[src/rtl/inv_mix_col_iter.sv]
// Iterative AES InvMixColumns: captures a 128-bit state and transforms
// COLS_PER_CYCLE columns per clock, with valid/ready on both sides.
module inv_mix_col_iter #(
  parameter int COLS_PER_CYCLE = 1
) (
  input  logic         clk,
  input  logic         rst_n,
  input  logic         in_valid,
  output logic         in_ready,
  input  logic [0:127] in_data,
  output logic         out_valid,
  input  logic         out_ready,
  output logic [0:127] out_data,
  output logic         busy
);

  if (!(COLS_PER_CYCLE == 1 || COLS_PER_CYCLE == 2 || COLS_PER_CYCLE == 4)) begin : g_bad_cols
    $error("inv_mix_col_iter: COLS_PER_CYCLE must be 1, 2 or 4");
  end

  typedef enum logic [1:0] {
    IDLE = 2'd0,
    BUSY = 2'd1,
    DONE = 2'd2
  } state_t;

  localparam logic [2:0] STEP = 3'(COLS_PER_CYCLE);

  state_t       state, state_nx;
  logic [1:0]   cnt;
  logic [0:127] work;
  logic [0:127] work_step;
  logic [0:127] out_q;
  logic         capture;
  logic         last;
  logic [1:0]   slot_col [COLS_PER_CYCLE];
  logic [31:0]  col_in   [COLS_PER_CYCLE];

  function automatic logic [7:0] xtime(input logic [7:0] x);
    return {x[6:0], 1'b0} ^ (x[7] ? 8'h1b : 8'h00);
  endfunction

  // Column bytes a0..a3 occupy [31:24]..[7:0]; x2/x4/x8 are shared across the four products.
  function automatic logic [31:0] inv_col(input logic [31:0] a);
    logic [7:0] x1 [4];
    logic [7:0] x2 [4];
    logic [7:0] x4 [4];
    logic [7:0] x8 [4];
    logic [7:0] m9 [4];
    logic [7:0] mb [4];
    logic [7:0] md [4];
    logic [7:0] me [4];
    for (int unsigned j = 0; j < 4; j++) begin
      x1[j] = a[31-8*j -: 8];
      x2[j] = xtime(x1[j]);
      x4[j] = xtime(x2[j]);
      x8[j] = xtime(x4[j]);
      m9[j] = x8[j] ^ x1[j];
      mb[j] = x8[j] ^ x2[j] ^ x1[j];
      md[j] = x8[j] ^ x4[j] ^ x1[j];
      me[j] = x8[j] ^ x4[j] ^ x2[j];
    end
    return {me[0] ^ mb[1] ^ md[2] ^ m9[3],
            m9[0] ^ me[1] ^ mb[2] ^ md[3],
            md[0] ^ m9[1] ^ me[2] ^ mb[3],
            mb[0] ^ md[1] ^ m9[2] ^ me[3]};
  endfunction

  // Only COLS_PER_CYCLE multipliers exist; they are steered onto the columns selected by cnt.
  always_comb begin
    work_step = work;
    for (int unsigned i = 0; i < COLS_PER_CYCLE; i++) begin
      slot_col[i] = cnt + 2'(i);
      col_in[i]   = work[32*slot_col[i] +: 32];
      work_step[32*slot_col[i] +: 32] = inv_col(col_in[i]);
    end
  end

  assign last = (({1'b0, cnt} + STEP) == 3'd4);

  always_comb begin
    state_nx  = state;
    in_ready  = 1'b0;
    out_valid = 1'b0;
    busy      = 1'b0;
    capture   = 1'b0;
    unique case (state)
      IDLE: begin
        in_ready = 1'b1;
        if (in_valid) begin
          capture  = 1'b1;
          state_nx = BUSY;
        end
      end
      BUSY: begin
        busy = 1'b1;
        if (last) state_nx = DONE;
      end
      DONE: begin
        out_valid = 1'b1;
        in_ready  = out_ready;
        if (out_ready) begin
          if (in_valid) begin
            capture  = 1'b1;
            state_nx = BUSY;
          end else begin
            state_nx = IDLE;
          end
        end
      end
      default: state_nx = IDLE;
    endcase
  end

  always_ff @(posedge clk or negedge rst_n) begin
    if (!rst_n) begin
      state <= IDLE;
      cnt   <= '0;
      work  <= '0;
      out_q <= '0;
    end else begin
      state <= state_nx;
      if (capture) begin
        work <= in_data;
        cnt  <= '0;
      end else if (state == BUSY) begin
        work <= work_step;
        cnt  <= cnt + STEP[1:0];
        if (last) out_q <= work_step;
      end
    end
  end

  assign out_data = out_q;

endmodule

[config.mk]
export PLATFORM = sky130hd
export DESIGN_NAME = inv_mix_col_iter
export DESIGN_NICKNAME = d
export VERILOG_FILES = /design/src/rtl/inv_mix_col_iter.sv
export SDC_FILE = /design/constraint.sdc
export NUM_CORES = 1
export LEC_CHECK = 0
export ABC_AREA = 1
export ABC_CLOCK_PERIOD_IN_PS = 2400
export BUFFER_PORTS_ARGS = -buffer_cell sky130_fd_sc_hd__buf_2
export CAP_MARGIN = 40
export CORE_ASPECT_RATIO = 0.9
export CORE_MARGIN = 1
export CORE_UTILIZATION = 25
export CTS_BUF_LIST = sky130_fd_sc_hd__clkbuf_8
export DETAILED_ROUTE_END_ITERATION = 16
export HOLD_SLACK_MARGIN = 0.08
export PLACE_DENSITY_LB_ADDON = 0.3
export SLEW_MARGIN = 5
export SYNTH_ARGS = -nofsm -noshare
export SYNTH_HDL_FRONTEND = slang
export SYNTH_SLANG_ARGS = --single-unit
[constraint.sdc]
create_clock -name clk -period 2.4 [get_ports clk]
set_input_delay 0.72 -clock clk [delete_from_list [all_inputs] [get_ports clk]]
set_output_delay 0.72 -clock clk [all_outputs]
set_load 0.01 [all_outputs]
# Yosys cells after proc, flatten, opt, wreduce, memory -nomap -nowiden
# Cells that the tools add are included.
[totals]
in_bits = 132
output_inout_bits = 131
elab_cells = 98
regBits = 260
[classes]
shift = 3
bitwise = 50
eq_ne = 6
addsub = 3
reduce_logical = 4
mux = 28
[op_table]
columns = ["op", "n"]
rows = [
  ["8-bit bitwise XOR", 36],
  ["128-bit 2-to-1 mux", 2],
  ["129-bit by 34-bit variable shift with 128-bit output (first input constant)", 1],
  ["128-bit by 33-bit variable part select with 129-bit output", 1],
  ["129-bit by 34-bit variable part select with 128-bit output", 1],
  ["128-bit bitwise mux", 1],
  ["8-bit by 5-bit bitwise XOR with 8-bit output", 12],
  ["5-bit 2-to-1 mux", 12],
  ["33-bit negation with 34-bit output", 1],
  ["7-bit inverter with 33-bit output", 1],
  ["2-bit 2-to-1 mux", 5],
  ["2-bit != test (second input constant)", 3],
  ["2-bit case mux with 3 select lines", 1],
  ["3-bit AND reduction", 2],
  ["1-bit 2-to-1 mux", 5],
  ["1-bit case mux with 2 select lines", 2],
  ["2-bit by 1-bit adder with 3-bit output (second input constant)", 1],
  ["3-bit equality test (second input constant)", 1],
  ["2-bit by 1-bit adder with 2-bit output (second input constant)", 1],
  ["2-bit by 1-bit equality test with 1-bit output (second input constant)", 1],
  ["2-bit equality test (second input constant)", 1],
  ["2-bit zero test", 1],
  ["2-bit nonzero test", 1],
  ["1-bit inverter", 1],
]

# Depth between registers and ports, before layout
# Gate-level depths: netlist (run 1).
[logic_depth]
depth_word = 17
mapped_depth = 23
ltp_nobuf = 21

# Least setup slack after synthesis (run 1)
# OpenSTA, ideal clock, no wires.
[synth_path]
path_type = "flip-flop to flip-flop"
from = "reg cnt[0]"
to = "reg out_q (netlist bit out_data[14])"
arrival_ns = 2.540
setup_ns = 0.066
required_time_ns = 2.334
setup_slack_ns = -0.206
n_path_buf = 6
stages_incl_launch_ff = 15
cell_sequence = "dfrtp_1 > inv_2 > buf_6 > buf_6 > clkbuf_1 > buf_2 > ha_1 > clkbuf_1 > inv_2 > nor2_1 > clkbuf_1 > nand4_1 > o21ai_1 > nand2_1 > nand2_1"
[synth_via]
elab_chain_len = 13
[synth_rtl]
columns = ["item", "line_no", "text"]
rows = [
  ["start, declared", "30", "logic [1:0] cnt;"],
  ["start signal, assigned", "128", "cnt <= cnt + STEP[1:0];"],
  ["7-bit inverter with 33-bit output (not written as such)", "74, 75", ""],
  ["128-bit by 33-bit variable part select with 129-bit output", "74", "col_in[i] = work[32*slot_col[i] +: 32];"],
  ["8-bit by 5-bit bitwise XOR with 8-bit output or 5-bit 2-to-1 mux (tied branches) (2 in series)", "40", "return {x[6:0], 1'b0} ^ (x[7] ? 8'h1b : 8'h00);"],
  ["5-bit 2-to-1 mux or 8-bit by 5-bit bitwise XOR with 8-bit output (tied branches)", "40", ""],
  ["8-bit by 5-bit bitwise XOR with 8-bit output", "40", ""],
  ["8-bit bitwise XOR, on equally long branches (2 in series)", "59, 60, 61", ""],
  ["8-bit bitwise XOR, on equally long branches (3 in series)", "n/a", ""],
  ["129-bit by 34-bit variable part select with 128-bit output", "75", "work_step[32*slot_col[i] +: 32] = inv_col(col_in[i]);"],
  ["128-bit bitwise mux", "75", ""],
  ["end signal, assigned", "129", "if (last) out_q <= work_step;"],
  ["end, declared", "33", "logic [0:127] out_q;"],
]
# Several ways; a longest one is shown, not always the timed one.
# A chain may end at the register's enable or synchronous reset.

# Worst setup path after layout (run 1)
[layout_path]
from = "reg cnt[0]"
to = "reg work[104] in the netlist's numbering"
[layout_via]
elab_chain_len = 15
[layout_rtl]
columns = ["item", "line_no", "text"]
rows = [
  ["7-bit inverter with 33-bit output (not written as such) *", "74, 75", ""],
  ["128-bit by 33-bit variable part select with 129-bit output", "74", ""],
  ["8-bit by 5-bit bitwise XOR with 8-bit output or 5-bit 2-to-1 mux (tied branches) (2 in series)", "40", ""],
  ["5-bit 2-to-1 mux or 8-bit by 5-bit bitwise XOR with 8-bit output (tied branches)", "40", ""],
  ["8-bit by 5-bit bitwise XOR with 8-bit output", "40", ""],
  ["8-bit bitwise XOR, on equally long branches (2 in series)", "59, 60, 61", ""],
  ["8-bit bitwise XOR, on equally long branches (3 in series)", "n/a", ""],
  ["129-bit by 34-bit variable part select with 128-bit output", "75", ""],
  ["128-bit bitwise mux *", "75", ""],
  ["128-bit 2-to-1 mux *", "126", "end else if (state == BUSY) begin"],
  ["128-bit 2-to-1 mux *", "123", "if (capture) begin"],
  ["end signal, assigned", "124", "work <= in_data;"],
  ["end signal, assigned", "127", "work <= work_step;"],
  ["end, declared", "31", "logic [0:127] work;"],
]
# Mark *: on every way between the ends. The rest lies on a longest branch, timed or not. The select of a mux whose other input is x is not followed.

==> results of run 1 <==
==> registers in the layout, summed over array words and instances, names as in the netlist <==
register / cells
out_data: 128
cnt: 2
state: 2
work: 128
==> worst max-delay path, cell delays in order, from the launching register on <==
cell     delay, ns
dfrtp_4       0.54
buf_12        0.19
buf_12        0.14
buf_4         0.15
nand2_1       0.11
nand3_1       0.24
nand2_4       0.19
buf_4         0.14
xnor2_1       0.12
xor2_1        0.19
xor2_1        0.23
xor2_1        0.16
buf_4         0.15
buf_4         0.13
nand3_1       0.08
o21ai_1       0.13
nand2_1       0.07
nand2_1       0.09
==> per-stage QoR <==
| step | setup slack (ns) | std cells | cell area, um^2 | hold slack [ns] | util |
|---|---|---|---|---|---|
| after floorplan | 0.01149 | 3003 | 18730 | 0.4244 | - |
| after global placement | -1.241 | 4565 | 24960 | 0.4612 | 0.3390 |
| after detailed placement | -1.196 | 4565 | 24960 | 0.4600 | 0.3390 |
| after CTS | -0.6968 | 4682 | 27560 | 0.3372 | 0.3743 |
| after global routing | -0.8551 | 4696 | 28250 | 0.3722 | 0.3837 |
| final | -0.7173 | 4696 | 28250 | 0.3592 | 0.3837 |
==> cell usage after synthesis (10+ instances only) <==
cell      count
nand4_1      35
buf_2        38
xnor2_1      38
clkbuf_1     88
buf_1        12
inv_2        12
nand2_1    1549
o21ai_0      51
o21ai_1      28
buf_6        11
dfrtp_1     260
nand3_1     490
nand2_2      44
inv_1       218
nor2_1       10
xor2_1       73
==> cell type report <==
class	count	area (um^2)
Clock inverter	27	241.5
Tap cell	960	1201
Clock buffer	61	839.6
Sequential cell	260	6510
Multi-Input combinational cell	2355	12230
Fill cell	7994	45380
Antenna cell	1	2.502
Timing Repair Buffer	802	6347
Inverter	230	880.8
==> logic make-up (layout without fill, tap and decap cells) <==
| group | after synthesis | count (layout) | synth area share |
|---|---|---|---|
| flip-flops | 260 | 260 | 0.3474 |
| AO/OA/AOI/OAI | 83 | 83 | 0.02258 |
| other | 0 | 1 | 0 |
| adder cells (fa/ha/maj) | 5 | 5 | 0.003340 |
| AND/OR/NAND/NOR | 2148 | 2148 | 0.4789 |
| buffers and inverters | 388 | 1120 | 0.08652 |
| XOR/XNOR | 119 | 119 | 0.06126 |
==> layer usage <==
metal | wire (um) | vias up | track usage
li1 | - | 10776 | -
met1 | 44690 | 10681 | 0.3478
met2 | 45640 | 759 | 0.4147
met3 | 6199 | 167 | 0.04246
met4 | 4429 | 0 | 0.1088
met5 | 0 | - | 0
==> repair_timing <==
| action | in CTS | in global routing |
|---|---|---|
| pin swaps | 61 | 38 |
| gates resized for setup | 288 | 137 |
| hold buffers | 1 | 0 |
| setup buffers | 25 | 13 |
| endpoints found under the setup margin | 257 | 257 |
| cloned | 3 | 0 |
| hold endpoints to repair | 35 | 0 |
==> worst paths after layout <==
kind | startpoint | end | cells after the start
setup / recovery | cnt[0] | work[104] | 17
hold / removal | out_ready | state[1] | 4
setup reg to reg | cnt[0] | work[104] | 17
hold reg to reg | out_data[105] | out_data[105] | 2
max in group asynchronous | rst_n | cnt[0] | 3
min in group asynchronous | rst_n | out_data[25] | 2
==> results.cfg, run 1 <==
[sta]
setup_viol = 257
relSlewSlack = 0.4741
worst_pin_slew_ns = 0.7888
fin_tns_setup_ns = -150.21
fin_crit_ns = 3.117
finClkSkew_ns = 0.03334
rsz0062_at_grt = yes
fin_ws_ns = -0.7173
clock.fmax_ghz = 0.3208
finalHoldViolCount = 0
drv_slew = 0
period_share = 1.299

[drt]
wl_per_cell_um = 21.50
routed_via_density = 4.766
firstDrtPassIters = 6
wirelength_um = 101000
dr.first_iter.drc_count = 1973
drcViolationCount = 0
vias = 22383
ant_nets = 0

[finish]
layout_commonest_cell = nand2_1
areaGrowthSynthToFinish_pct = 50.84
fin_nets = 3836
final_cell_mix = 1371 x nand2_1, 440 x buf_4, 422 x nand3_1
drive_above_1_share = 0.3379

[critical_path]
cp-end-kind = flip-flop
cp_max_fo = 14
start_kind = flip-flop
cp.arrival_ns = 3.70
crit_required_ns = 2.99
regToRegSetupSlack_ns = -0.72
path_class = reg -> reg

[floorplan]
die_x_um = 290.5
initial_core_util = 0.2544
dieArea_um2 = 76010
ios = 263
die_h_um = 261.7
core_um2 = 73630
fp-row-count = 94

[clocking]
cts_num_sinks = 260
cts_max_level = 2
tritoncts = built
clk_path_buf_depth = 3
clockRootBuffer = clkbuf_8
clkTransAtPathRegs_ns = 0.06
clock_latency_ns = 0.67
numCtsBuffers = 50

[global_route]
antenna_found_initial = 1
grt_pass1_vias = 21322
grt_overflow = 0
gr-usage-all-layers = 0.2593
grt_max_degree = 131
grt_pass1_wl_um = 143500

[worst_hold_path]
holdCritPathClass = in -> reg

[run_status]
violations = negative setup slack
status = complete, but fails checks

[logic_synthesis]
synthArstFlopShare = 1.000
netlist.area_leader.share = 0.3474
ys_ff_latch = 260
synth-edff-count = 0
yosysUniqueCellTypes = 31
yosysTopAreaCell = dfrtp_1
synthCells = 3003
ys_top_cells_by_area = dfrtp_1 35%, nand2_1 31%, nand3_1 13%
synth_area_um2 = 18730
avgSynthCellArea_um2 = 6.236
yosysWarnings = 0
seq_area_frac_synth = 0.3474
synth_top_flop_cell = dfrtp_1
syn_nets = 3140

[placed_design]
portBuffers = 262
place_hpwl_um = 79800
place_congestion = 1.034

[job]
cap_violations = 0
Power of run 1 is not shown: default switching activity piles up to over one toggle a cycle in this logic, so the estimate is an artifact.
==> run 2: changes to the inputs <==
--- a/config.mk
+++ b/config.mk
@@ -16,6 +16,7 @@
 export DETAILED_ROUTE_END_ITERATION = 16
 export HOLD_SLACK_MARGIN = 0.08
 export PLACE_DENSITY_LB_ADDON = 0.3
+export SKIP_CTS_REPAIR_TIMING = 1
 export SLEW_MARGIN = 5
 export SYNTH_ARGS = -nofsm -noshare
 export SYNTH_HDL_FRONTEND = slang
==> run 2 against run 1 <==
Net effect: the run still ends with negative setup slack left; via count increased by 2.0%; maximum frequency down 0.79%; sequential share of layout area decreased by 1.5 points; global-route usage shrank 0.43 points; non-clock buffer count grew 38; worst hold slack got worse by 0.0028 ns; worst setup slack got worse by 0.025 ns; cell count up 0.83%; routed wire length is 1.7% higher; flip-flop and latch count stayed put.
==> results.cfg, run 2 (same netlist as run 1, synthesis figures left out) <==
[run_status]
status = complete, but fails checks
violations = negative setup slack

[drt]
wl_per_cell_um = 21.68
routed_via_density = 4.822
dr.first_iter.drc_count = 2007
wirelength_um = 102700
firstDrtPassIters = 6
ant_nets = 0
vias = 22833
drcViolationCount = 0

[worst_hold_path]
whs_path_depth = 4
holdCritPathClass = in -> reg

[floorplan]
die_x_um = 290.5
die_h_um = 261.7
fp-row-count = 94
initial_core_util = 0.2544
core_um2 = 73630
ios = 263
dieArea_um2 = 76010

[finish]
multi_input_area_um2 = 13640
instances_no_fill = 4735
final_cell_mix = 1237 x nand2_1, 436 x buf_4, 365 x nand3_1
layout_commonest_cell = nand2_1
drive_above_1_share = 0.4023
fill_cells = 7775
fin_nets = 3874
final_area_um2 = 30170
regArea_um2 = 6510
areaGrowthSynthToFinish_pct = 61.08

[critical_path]
cp.arrival_ns = 3.75
r2r_cells = 18
cp_max_fo = 7
cp-end-kind = flip-flop
start_kind = flip-flop
path_class = reg -> reg
crit_required_ns = 3.00

[clocking]
cts_max_level = 2
clkTransAtPathRegs_ns = 0.06
cts_num_sinks = 260
clock_latency_ns = 0.67
tritoncts = built
clk_path_buf_depth = 3
clockRootBuffer = clkbuf_8
numCtsBuffers = 50

[placed_design]
portBuffers = 262
dpl.cell_count = 4565
place_congestion = 1.034
place_area_um2 = 24960
place_hpwl_um = 79800

[sta]
rsz0062_at_grt = yes
drv_slew = 0
hold_slack_ns = 0.3564
worst_pin_slew_ns = 0.7894
finClkSkew_ns = 0.03901
relSlewSlack = 0.4737
period_share = 1.309
finalHoldViolCount = 0
setup_viol = 257
fin_crit_ns = 3.142
fin_ws_ns = -0.7419
clock.fmax_ghz = 0.3183

[global_route]
grt_overflow = 0
grt_pass1_vias = 20857
grt_max_degree = 131
antenna_found_initial = 1
grt_pass1_wl_um = 141100
gr-usage-all-layers = 0.2549

[job]
cap_violations = 0
-- run 2: changes by cell type in the layout (fill, tap and decap cells not counted), moves of 14 or more --
cell | previous run | this run
nand2_2 | 182 | 234
buf_6 | 35 | 66
nand3_2 | 57 | 99
nand2_1 | 1371 | 1237
nand2_8 | 3 | 17
nand2_4 | 43 | 111
nand3_4 | 13 | 28
nand3_1 | 422 | 365
-- run 2: layout make-up --
type / count / area share
Tap cell: 960 / 0.03982
Timing Repair Buffer: 840 / 0.2264
Antenna cell: 2 / 0.0001659
Clock inverter: 27 / 0.008005
Inverter: 230 / 0.02978
Sequential cell: 260 / 0.2158
Clock buffer: 61 / 0.02783
Multi-Input combinational cell: 2355 / 0.4522
-- run 2: worst max-delay path: stages (launching register included) --
cell and delay [ns]:
dfrtp_4 0.56, buf_12 0.19, buf_12 0.14, nand2_1 0.13
nand3_2 0.18, nand2_4 0.19, nand2_1 0.08, nand2_2 0.10
buf_6 0.15, xnor2_4 0.11, buf_6 0.13, nand3b_1 0.14
nand2_1 0.08, nand2_2 0.17, buf_6 0.14, nand4_1 0.27
nand2_2 0.19, nand2_1 0.06, nand2_1 0.08
-- run 2: through the flow --
stage            util  worst slack [ns]  setup TNS (ns)
4_1_cts        0.3537            -1.205         -200.03
5_1_grt        0.4097           -0.7801         -171.78
3_5_place_dp   0.3390            -1.196         -196.11
2_1_floorplan       -           0.01149               0
6_report       0.4097           -0.7419         -143.29
3_3_place_gp   0.3390            -1.241         -199.44
-- run 2: metal layers --
layer | GRT usage | wire (um)
met5 | 0 | 0
met4 | 0.1011 | 4947
met3 | 0.03721 | 6864
met2 | 0.4078 | 46570
met1 | 0.3467 | 44290
-- run 2: path summary, 6_finish.rpt --
kind,to,slack (ns),from
max reg2reg,work[17],-0.74,cnt[0]
max,work[17],-0.74,cnt[0]
min reg2reg,out_data[107],0.47,out_data[107]
max in group asynchronous,cnt[0],1.12,rst_n
min in group asynchronous,out_data[25],0.54,rst_n
min,state[1],0.36,out_ready
Power of run 2 is left out for the same reason.
==> run 3: changes to the inputs <==
--- a/config.mk
+++ b/config.mk
@@ -12,7 +12,7 @@
 export CORE_ASPECT_RATIO = 0.9
 export CORE_MARGIN = 1
 export CORE_UTILIZATION = 25
-export CTS_BUF_LIST = sky130_fd_sc_hd__clkbuf_8
+export CTS_BUF_LIST = sky130_fd_sc_hd__clkbuf_16
 export DETAILED_ROUTE_END_ITERATION = 16
 export HOLD_SLACK_MARGIN = 0.08
 export PLACE_DENSITY_LB_ADDON = 0.3
==> run 3 against run 2 <==
Net effect: global-route usage shrank 0.067 points; the run still ends with negative setup slack left; critical endpoint is now out_data[95]; worst hold slack gained 0.10 ns; core utilization shrank 1.3 points; die area is the same; first-iteration DRC count grew 1.5%; non-clock buffer count shrank 6; via count shrank 0.66%; cell count shrank 0.78%; largest cell class unchanged; critical path depth shrank 1.
==> results.cfg, run 3 (same netlist as run 1, synthesis figures left out) <==
[run_status]
status = complete, but fails checks
violations = negative setup slack

[worst_hold_path]
whs_path_depth = 4
holdCritPathClass = in -> reg

[critical_path]
r2r_cells = 17
cp-end-kind = flip-flop
path_class = reg -> reg
cp_max_fo = 7
cp.arrival_ns = 3.64
crit_required_ns = 2.89
start_kind = flip-flop

[drt]
dr.first_iter.drc_count = 2037
routed_via_density = 4.828
ant_nets = 0
vias = 22682
wl_per_cell_um = 21.61
drcViolationCount = 0
wirelength_um = 101500
firstDrtPassIters = 6

[finish]
fin_nets = 3853
post-route-util = 0.3968
areaGrowthSynthToFinish_pct = 56.01
layout_commonest_cell = nand2_1
final_area_um2 = 29220
instances_no_fill = 4698
drive_above_1_share = 0.3722
fill_cells = 7852
final_cell_mix = 1299 x nand2_1, 459 x buf_4, 388 x nand3_1

[global_route]
gr-usage-all-layers = 0.2543
grt_overflow = 0
grt_pass1_vias = 20747
grt_max_degree = 131
grt_pass1_wl_um = 140700
antenna_found_initial = 1

[sta]
period_share = 1.314
setup_viol = 256
finClkSkew_ns = 0.03321
rsz0062_at_grt = yes
finalHoldViolCount = 0
drv_slew = 0
fin_crit_ns = 3.153
worst_pin_slew_ns = 0.8132
relSlewSlack = 0.4578
fin_ws_ns = -0.7525
clock.fmax_ghz = 0.3172

[placed_design]
post-place-ws_ns = -1.196
place_hpwl_um = 79800
place_congestion = 1.034
place_area_um2 = 24960
portBuffers = 262
dpl.cell_count = 4565

[floorplan]
initial_core_util = 0.2544
fp-row-count = 94
core_um2 = 73630
ios = 263
die_h_um = 261.7
dieArea_um2 = 76010
die_x_um = 290.5

[clocking]
cts_max_level = 2
clkTransAtPathRegs_ns = 0.06
tritoncts = built
numCtsBuffers = 35
clock_latency_ns = 0.58
clk_path_buf_depth = 3
cts_num_sinks = 260
clockRootBuffer = clkbuf_16

[job]
cap_violations = 0
## run 3: cell types whose count changed in the layout (fill, tap and decap cells not counted), moves of 23 or more
| cell | delta |
|---|---|
| clkbuf_16 | +34 |
| nand2_1 | +62 |
| nand3_1 | +23 |
| buf_4 | +23 |
| clkbuf_8 | -61 |
| buf_6 | -23 |
| nand2_2 | -24 |
| nand2_4 | -31 |
## run 3: layout make-up
class                      count  area [um^2]  area share
tap                          960         1201     0.04111
sequential                   260         6510      0.2228
antenna                        1        2.502  0.00008565
inverter                     230        888.4     0.03040
clock buffer                  35        875.8     0.02998
timing repair buffer         834         6648      0.2275
clock inverter                23        153.9    0.005267
multi-input combinational   2355        12940      0.4428
## run 3: routing by layer
metal / GRT usage / share of wire / vias to the layer above
met5: 0 / 0 / -
met4: 0.09935 / 0.046 / 0
met3: 0.03671 / 0.065 / 178
met2: 0.4077 / 0.46 / 775
met1: 0.3459 / 0.43 / 10916
li1: - / - / 10813
## run 3: metrics by stage
step	hold WS [ns]	TNS, ns
floorplan	0.4244	0
global placement	0.4612	-199.44
detailed placement	0.4600	-196.11
CTS	0.06171	-201.97
global route	0.4859	-178.84
finish	0.4559	-150.16
## run 3: path summary, 6_finish.rpt
path	end	from	slack [ns]
worst max-delay path	out_data[95]	cnt[0]	-0.75
worst min-delay path	state[1]	out_ready	0.46
worst max register to register	out_data[95]	cnt[0]	-0.75
worst min register to register	out_data[81]	out_data[81]	0.47
max in group asynchronous	cnt[0]	rst_n	1.03
min in group asynchronous	out_data[25]	rst_n	0.65
## run 3: critical path: stages (launching register included)
cell and delay (ns):
dfrtp_4 0.56, clkinv_8 0.13, buf_12 0.17, nand2_2 0.10, nand3_4 0.10, nand2_4 0.10, buf_4 0.17, xnor2_4 0.25
xor2_2 0.24, buf_4 0.17, xor2_2 0.16, xor2_1 0.26, buf_4 0.20, nand3_1 0.10, o21ai_2 0.09, buf_6 0.14
nand2_1 0.06, nand2_1 0.05
Power of run 3 is left out for the same reason.
